File: src/rtl/instruction_fetch_unit.sv
// Instruction fetch unit: PC, request/ack instruction memory read, one-cycle INSTR_VALID strobe.
// Optional ack watchdog enabled by defining FETCH_TIMEOUT_EN.
module instruction_fetch_unit #(
    parameter int WORD_SIZE      = 19,
    parameter int ADDR_WIDTH     = 12,
    parameter int TIMEOUT_CYCLES = 16
) (
    input  logic                  CLK,
    input  logic                  RST,
    input  logic                  FETCH_EN,
    input  logic                  JUMP,
    input  logic [ADDR_WIDTH-1:0] JUMP_ADDR,
    output logic                  MEM_REQ,
    output logic [ADDR_WIDTH-1:0] MEM_ADDR,
    input  logic                  MEM_ACK,
    input  logic [WORD_SIZE-1:0]  MEM_RDATA,
    output logic [WORD_SIZE-1:0]  INSTR,
    output logic                  INSTR_VALID,
    output logic [ADDR_WIDTH-1:0] PC,
    output logic                  FETCH_BUSY,
    output logic                  FETCH_ERR
);

    // state | meaning
    // IDLE  | waiting for FETCH_EN; JUMP loads PC directly
    // REQ   | read request outstanding, waiting for MEM_ACK
    // DONE  | INSTR_VALID strobe cycle, then back to IDLE
    typedef enum logic [1:0] {
        IDLE = 2'd0,
        REQ  = 2'd1,
        DONE = 2'd2
    } state_t;

    state_t                r_state;
    logic                  r_mem_req;
    logic [ADDR_WIDTH-1:0] r_mem_addr;
    logic [WORD_SIZE-1:0]  r_instr;
    logic                  r_instr_valid;
    logic [ADDR_WIDTH-1:0] r_pc;
    logic                  r_busy;
    logic                  r_flush;
    logic [ADDR_WIDTH-1:0] r_jump_addr;

    logic                  w_flush_now;
    logic [ADDR_WIDTH-1:0] w_flush_addr;
    logic [ADDR_WIDTH-1:0] w_pc_inc;

`ifdef FETCH_TIMEOUT_EN
    localparam int TMO_W = $clog2(TIMEOUT_CYCLES + 1);
    logic [TMO_W-1:0] r_tmo_cnt;
    logic             r_fetch_err;
    logic             w_tmo;
`endif

    // A JUMP arriving in the same cycle as the ack (or timeout) counts as a flush.
    always_comb begin
        w_flush_now  = r_flush | JUMP;
        w_flush_addr = JUMP ? JUMP_ADDR : r_jump_addr;
        w_pc_inc     = r_pc + {{(ADDR_WIDTH-1){1'b0}}, 1'b1};
    end

`ifdef FETCH_TIMEOUT_EN
    always_comb begin
        w_tmo = (r_tmo_cnt == '0);
    end
`endif

    always_ff @(posedge CLK or posedge RST) begin
        if (RST) begin
            r_state       <= IDLE;
            r_mem_req     <= 1'b0;
            r_mem_addr    <= '0;
            r_instr       <= '0;
            r_instr_valid <= 1'b0;
            r_pc          <= '0;
            r_busy        <= 1'b0;
            r_flush       <= 1'b0;
            r_jump_addr   <= '0;
`ifdef FETCH_TIMEOUT_EN
            r_tmo_cnt     <= '0;
            r_fetch_err   <= 1'b0;
`endif
        end else begin
            r_instr_valid <= 1'b0;
            case (r_state)
                IDLE: begin
                    if (JUMP) begin
                        r_pc <= JUMP_ADDR;
                    end else if (FETCH_EN) begin
                        r_mem_req  <= 1'b1;
                        r_mem_addr <= r_pc;
                        r_busy     <= 1'b1;
                        r_state    <= REQ;
`ifdef FETCH_TIMEOUT_EN
                        r_tmo_cnt  <= TMO_W'(TIMEOUT_CYCLES - 1);
`endif
                    end
                end
                REQ: begin
                    if (MEM_ACK) begin
                        r_mem_req <= 1'b0;
                        r_flush   <= 1'b0;
                        if (w_flush_now) begin
                            r_pc    <= w_flush_addr;
                            r_busy  <= 1'b0;
                            r_state <= IDLE;
                        end else begin
                            r_instr       <= MEM_RDATA;
                            r_instr_valid <= 1'b1;
                            r_pc          <= w_pc_inc;
                            r_state       <= DONE;
                        end
`ifdef FETCH_TIMEOUT_EN
                    end else if (w_tmo) begin
                        r_mem_req   <= 1'b0;
                        r_fetch_err <= 1'b1;
                        r_flush     <= 1'b0;
                        r_busy      <= 1'b0;
                        r_state     <= IDLE;
                        if (w_flush_now) begin
                            r_pc <= w_flush_addr;
                        end
`endif
                    end else begin
`ifdef FETCH_TIMEOUT_EN
                        r_tmo_cnt <= r_tmo_cnt - 1'b1;
`endif
                        if (JUMP) begin
                            r_flush     <= 1'b1;
                            r_jump_addr <= JUMP_ADDR;
                        end
                    end
                end
                DONE: begin
                    if (JUMP) begin
                        r_pc <= JUMP_ADDR;
                    end
                    r_busy  <= 1'b0;
                    r_state <= IDLE;
                end
                default: begin
                    r_mem_req <= 1'b0;
                    r_busy    <= 1'b0;
                    r_state   <= IDLE;
                end
            endcase
        end
    end

    assign MEM_REQ     = r_mem_req;
    assign MEM_ADDR    = r_mem_addr;
    assign INSTR       = r_instr;
    assign INSTR_VALID = r_instr_valid;
    assign PC          = r_pc;
    assign FETCH_BUSY  = r_busy;
`ifdef FETCH_TIMEOUT_EN
    assign FETCH_ERR   = r_fetch_err;
`else
    assign FETCH_ERR   = 1'b0;
`endif

endmodule

File: config.mk
export PLATFORM = sky130hd
export DESIGN_NAME = instruction_fetch_unit
export DESIGN_NICKNAME = d
export VERILOG_FILES = /design/src/rtl/instruction_fetch_unit.sv
export SDC_FILE = /design/constraint.sdc
export NUM_CORES = 1
export LEC_CHECK = 0
export CAP_MARGIN = 40
export CORE_ASPECT_RATIO = 0.8
export CORE_MARGIN = 3
export CORE_UTILIZATION = 51
export CTS_BUF_LIST = sky130_fd_sc_hd__clkbuf_16
export DETAILED_ROUTE_END_ITERATION = 10
export GPL_TIMING_DRIVEN = 1
export PLACE_DENSITY = 0.89
export SYNTH_ARGS = -nofsm -noshare
export SYNTH_HDL_FRONTEND = slang
export SYNTH_SLANG_ARGS = --single-unit
File: constraint.sdc
create_clock -name CLK -period 3.05 [get_ports CLK]
set_input_delay 0.305 -clock CLK [delete_from_list [all_inputs] [get_ports CLK]]
set_output_delay 0.305 -clock CLK [all_outputs]
set_load 0.05 [all_outputs]
Word-level counts from Yosys, hierarchy flattened
Index checks and enable logic that the tools add are counted.
{"block": "op_classes", "n_addsub": 1, "multipliers": 0, "n_div": 0, "order_cmp": 0, "n_eq_ne": 7, "n_shift": 0, "n_mux": 22, "bitwise_logic": 5, "reduce_logical": 12}
{"operator": "$mux 12", "n": 4}
{"operator": "$pmux 12 s2", "n": 1}
{"operator": "$add 12x1->12 const B", "n": 1}
{"operator": "$reduce_and 3->1", "n": 4}
{"operator": "$mux 1", "n": 10}
{"operator": "$mux 2", "n": 4}
{"operator": "$ne 2x2->1 const B", "n": 4}
{"operator": "$reduce_and 4->1", "n": 2}
{"operator": "$not 1->1", "n": 4}
{"operator": "$pmux 2 s2", "n": 1}
{"operator": "$reduce_and 2->1", "n": 2}
{"operator": "$reduce_bool 2->1", "n": 2}
{"operator": "$pmux 1 s3", "n": 1}
{"operator": "$eq 2x1->1 const B", "n": 1}
{"operator": "$eq 2x2->1 const B", "n": 1}
{"operator": "$logic_not 2->1", "n": 1}
{"operator": "$ne 2x1->1 const B", "n": 1}
{"operator": "$pmux 1 s2", "n": 1}
{"operator": "$reduce_or 2->1", "n": 1}
{"operator": "$or 1x1->1", "n": 1}
{"block": "word_totals", "ff_bits": 61, "latchBits": 0, "ramBits": 0, "romBits": 0, "input_bits": 36, "elab_cells": 56, "mem_count": 0}

Depth between registers and ports, before layout
{"block": "depth", "depth_word": 4, "ltp_mapped": 7, "depth_no_buf": 5}

Least setup slack after synthesis
Ideal clock, no wire load.
{"block": "synth_path", "path_kind": "register -> register", "start": "register r_pc[0] (netlist: PC[0])", "end": "register r_pc[6] (netlist: PC[6])", "setup_ps": 73, "arrival_time_ps": 1799, "required_ps": 2977, "slack_ps": 1178, "stages_incl_launch_ff": 6, "path_cell_list": "dfrtp_1 -> ha_1 -> nand3_2 -> or3_1 -> a31o_1 -> a21oi_2"}
{"block": "synth_between", "elab_chain_len": 4}
{"element": "start: declaration", "line": "39", "rtl": "logic [ADDR_WIDTH-1:0] r_pc;"}
{"element": "start signal: assignment", "line": "104", "rtl": "r_pc <= w_flush_addr;"}
{"element": "start signal: assignment", "line": "110", "rtl": "r_pc <= w_pc_inc;"}
{"element": "$add 12x1->12", "line": "59", "rtl": "w_pc_inc = r_pc + {{(ADDR_WIDTH-1){1'b0}}, 1'b1};"}
{"element": "$mux 12", "line": "103", "rtl": "if (w_flush_now) begin"}
{"element": "$mux 12", "line": "100", "rtl": "if (MEM_ACK) begin"}
{"element": "$pmux 12 s2", "line": "85", "rtl": "case (r_state)"}
Every way passes these cells. The select of a mux whose other input is x is not followed.
A chain may end at the register's enable or synchronous reset.

Final worst setup path
{"block": "layout_path", "start": "register r_state[0]", "end": "register r_instr[9] (netlist: INSTR[9])"}
{"block": "layout_between", "elab_chain_len": 2}
{"element": "start: declaration", "line": "34", "rtl": "state_t r_state;"}
{"element": "start signal: assignment", "line": "70", "rtl": "r_state <= IDLE;"}
{"element": "start signal: assignment", "line": "93", "rtl": "r_state <= REQ;"}
{"element": "start signal: assignment", "line": "106", "rtl": "r_state <= IDLE;"}
{"element": "$eq 2x1->1", "line": "85"}
{"element": "$reduce_and 3->1 (no line)"}
{"element": "end signal: assignment", "line": "73", "rtl": "r_instr <= '0;"}
{"element": "end signal: assignment", "line": "108", "rtl": "r_instr <= MEM_RDATA;"}
{"element": "end: declaration", "line": "37", "rtl": "logic [WORD_SIZE-1:0] r_instr;"}
Every way passes these cells.

==> flow_summary.yaml <==
global_routing:
  grt_pass1_wl_um: 12300
  grt_pass1_vias: 2552
  antenna_found_initial: 0
  grt.total_usage: 0.238
  grt_start_max_net_pins: 30
  overflow: 0
setup_path:
  rr_startpoint: "r_state[0]$_DFFE_PP0P_"
  path_common_cell: "nand2_1"
  arrival_ps: 2620
  crit_type: "flip-flop to flip-flop"
  worst_path_dominant_cell_family: "buffers and inverters"
  crit_chain: "and3b_1, buf_4, nand2_1, buf_4, inv_1, nand2_1, nand2_1"
  path_max_fanout: 21
  cp-startpoint: "r_state[0]$_DFFE_PP0P_"
  crit_buf_inv: 3
  cp.required_ps: 3310
  cp-start-kind: "flip-flop"
  cp_slowest_cell: "dfrtp_1"
  critPathCaptureType: "flip-flop"
  cpPeakStageDelay_ps: 760
  reg2reg_setup_slack_ps: 690
cts:
  htree_levels: 3
  clock_path_buffers: 2
  cts-root-buf: "clkbuf_16"
  cts_sinks: 61
  clkSlewWorstSetupHoldPaths_ps: 50
  post_cts_buffers: 0
  cts-resized-gates: 0
  cts_buffers: 9
  postCtsHoldBufs: 0
  insertion_delay_ps: 330
  cts_tree: "yes"
power_and_ir_drop:
  p_leak_uw: 0.00178
  ir_drop_uv: 685
  p_per_area_mw_per_mm2: 1080
place:
  routabilityCongestion: 0.872
  post-place-cells: 439
  portBuffers: 81
  post-place-ws_ps: 683
  hpwl_um: 5240
drt:
  antenna_left: 0
  first_iter_violations: 140
  wirelength_um: 7540
  vias: 2528
  drcViolationCount: 0
  via_per_inst: 5.57
  dr.pass1.iters: 5
  wl_per_cell_um: 16.6
yosys:
  syn_area_per_cell_um2: 10.1
  synth_cell_types: 53
  synthesis.area_mm2: 0.00292
  async_flop_share: 1.00
  synth_edf_count: 0
  synthesis.nets: 327
  netlist_instances: 290
  synth_flop_cell: "dfrtp_1"
  synth.yosys.seq_area_share: 0.522
  ys_warn_count: 0
  synth_seq_cells: 61
sta:
  fin_skew_ps: 3.69
  setup_viol: 0
  hold_violations: 0
  period_needed_ps: 2360
  min_period_over_period: 0.774
  grt_setup_unrepaired: "false"
  fmax_mhz: 424
  maxSlewHeadroom: 0.560
  slew_viol_final: 0
  final.setup.worst_slack_ps: 690
  worstMarginPinSlew_ps: 660
  setup_tns_ps: 0
flow_run:
  drv_cap: 0
floorplanning:
  pin_count: 83
  die_area_mm2: 0.00668
  die_w_um: 90.6
  design.core.area_mm2: 0.00527
  die_h_um: 73.7
  fp-row-count: 23
  initial_core_util: 0.555
worst_hold_path:
  hold_class: "primary input to async pin"
layout:
  final_nets: 412
  syn_to_final_growth_pct: 39.5
  layoutNonFillerInstCount: 454
  finish.utilization: 0.774
  drive_above_1_share: 0.148
  diodes: 0
status:
  status: "completed"
metal layers:
metal	part of all wire	routed length, um	GRT usage	vias to the layer above
li1	-	-	-	1175
met1	0.42	3130	0.305	1240
met2	0.50	3780	0.387	101
met3	0.069	524	0.0768	12
met4	0.014	104	0.0764	0
met5	0	0	0	-
worst paths after layout:
kind | depth (start not counted) | end
max reg2reg | 7 | INSTR[9]$_DFFE_PP0P_
min reg2reg | 2 | INSTR[4]$_DFFE_PP0P_
min | 2 | INSTR_VALID$_DFF_PP0_
max in group asynchronous | 3 | r_jump_addr[10]$_DFFE_PP0P_
max | 7 | INSTR[9]$_DFFE_PP0P_
min in group CLK | 2 | INSTR[4]$_DFFE_PP0P_
state kept, by name, indices dropped and copies added (netlist names):
name	cells
FETCH_BUSY	1
INSTR	19
INSTR_VALID	1
MEM_ADDR	12
MEM_REQ	1
PC	12
r_flush	1
r_jump_addr	12
r_state	2
logic make-up (layout without fill, tap and decap cells):
| logic type | after synthesis | count (layout) | share of synthesized area |
|---|---|---|---|
| AOI/OAI and AO/OA | 54 | 54 | 0.125 |
| xor gates and xnor gates | 1 | 1 | 0.00300 |
| and+or+nand+nor | 121 | 121 | 0.200 |
| buffers and inverters | 24 | 113 | 0.0411 |
| DFF | 61 | 61 | 0.522 |
| muxes | 27 | 27 | 0.103 |
| adders and majority gates | 1 | 1 | 0.00428 |
| other | 1 | 1 | 0.00128 |
synth_stat cells (2+ instances only):
| cell | instances | share of area |
|---|---|---|
| or3_1 | 4 | 0.0086 |
| nand2b_1 | 12 | 0.026 |
| a21oi_1 | 18 | 0.031 |
| nor2_1 | 15 | 0.019 |
| nor3_1 | 5 | 0.0086 |
| o2bb2ai_1 | 2 | 0.0060 |
| a211o_1 | 2 | 0.0060 |
| inv_1 | 10 | 0.013 |
| nor2b_1 | 2 | 0.0043 |
| mux2_2 | 24 | 0.093 |
| o311ai_0 | 4 | 0.012 |
| buf_2 | 8 | 0.014 |
| o21ai_0 | 7 | 0.012 |
| o32ai_1 | 2 | 0.0060 |
| nand3_1 | 3 | 0.0051 |
| a221o_1 | 2 | 0.0069 |
| dfrtp_1 | 61 | 0.52 |
| mux2i_1 | 3 | 0.010 |
| buf_4 | 3 | 0.0077 |
| nand3b_1 | 2 | 0.0051 |
| a31oi_1 | 3 | 0.0064 |
| nand2_1 | 67 | 0.086 |
cell usage in the layout (no fill, tap or decap), types with 3 or more instances in the layout:
master,instances
a21oi_1,18
a31oi_1,3
buf_4,7
clkbuf_16,9
clkdlybuf4s50_1,81
dfrtp_1,61
inv_1,9
mux2_2,24
mux2i_1,3
nand2_1,67
nand2b_1,12
nand3_1,3
nor2_1,15
nor3_1,5
o21ai_0,7
o311ai_0,4
or3_1,4
power by group:
part	total, uW	switching, uW	internal [uW]	leakage, uW
Clock	962	345	618	0.000136
Sequential	1380	260	1130	0.000729
Combinational	2040	1320	722	0.000912
Total	4390	1930	2460	0.00178
area by class of cell:
type	count	area, um2
Tap cell	75	93.8
Timing Repair Buffer	88	863
Fill cell	353	1190
Clock inverter	6	55.1
Clock buffer	9	225
Sequential cell	61	1530
Inverter	10	37.5
Multi-Input combinational cell	205	1270
worst register-to-register path, stage by stage, from the launching register on:
cell     delay [ps]
dfrtp_1         760
and3b_1         240
buf_4           190
nand2_1         140
buf_4           260
inv_1           460
nand2_1         140
nand2_1          90
per-stage QoR:
| step | hold WS, ps | total power, uW | cell area, um2 |
|---|---|---|---|
| after detailed placement | 467 | 3430 | 3800 |
| after floorplan | 403 | 2710 | 2920 |
| after global placement | 459 | 3380 | 3800 |
| after CTS | 382 | 4410 | 4080 |
| after global routing | 412 | 4600 | 4080 |
| final | 367 | 4390 | 4080 |
(Power assumes the default switching activity.)
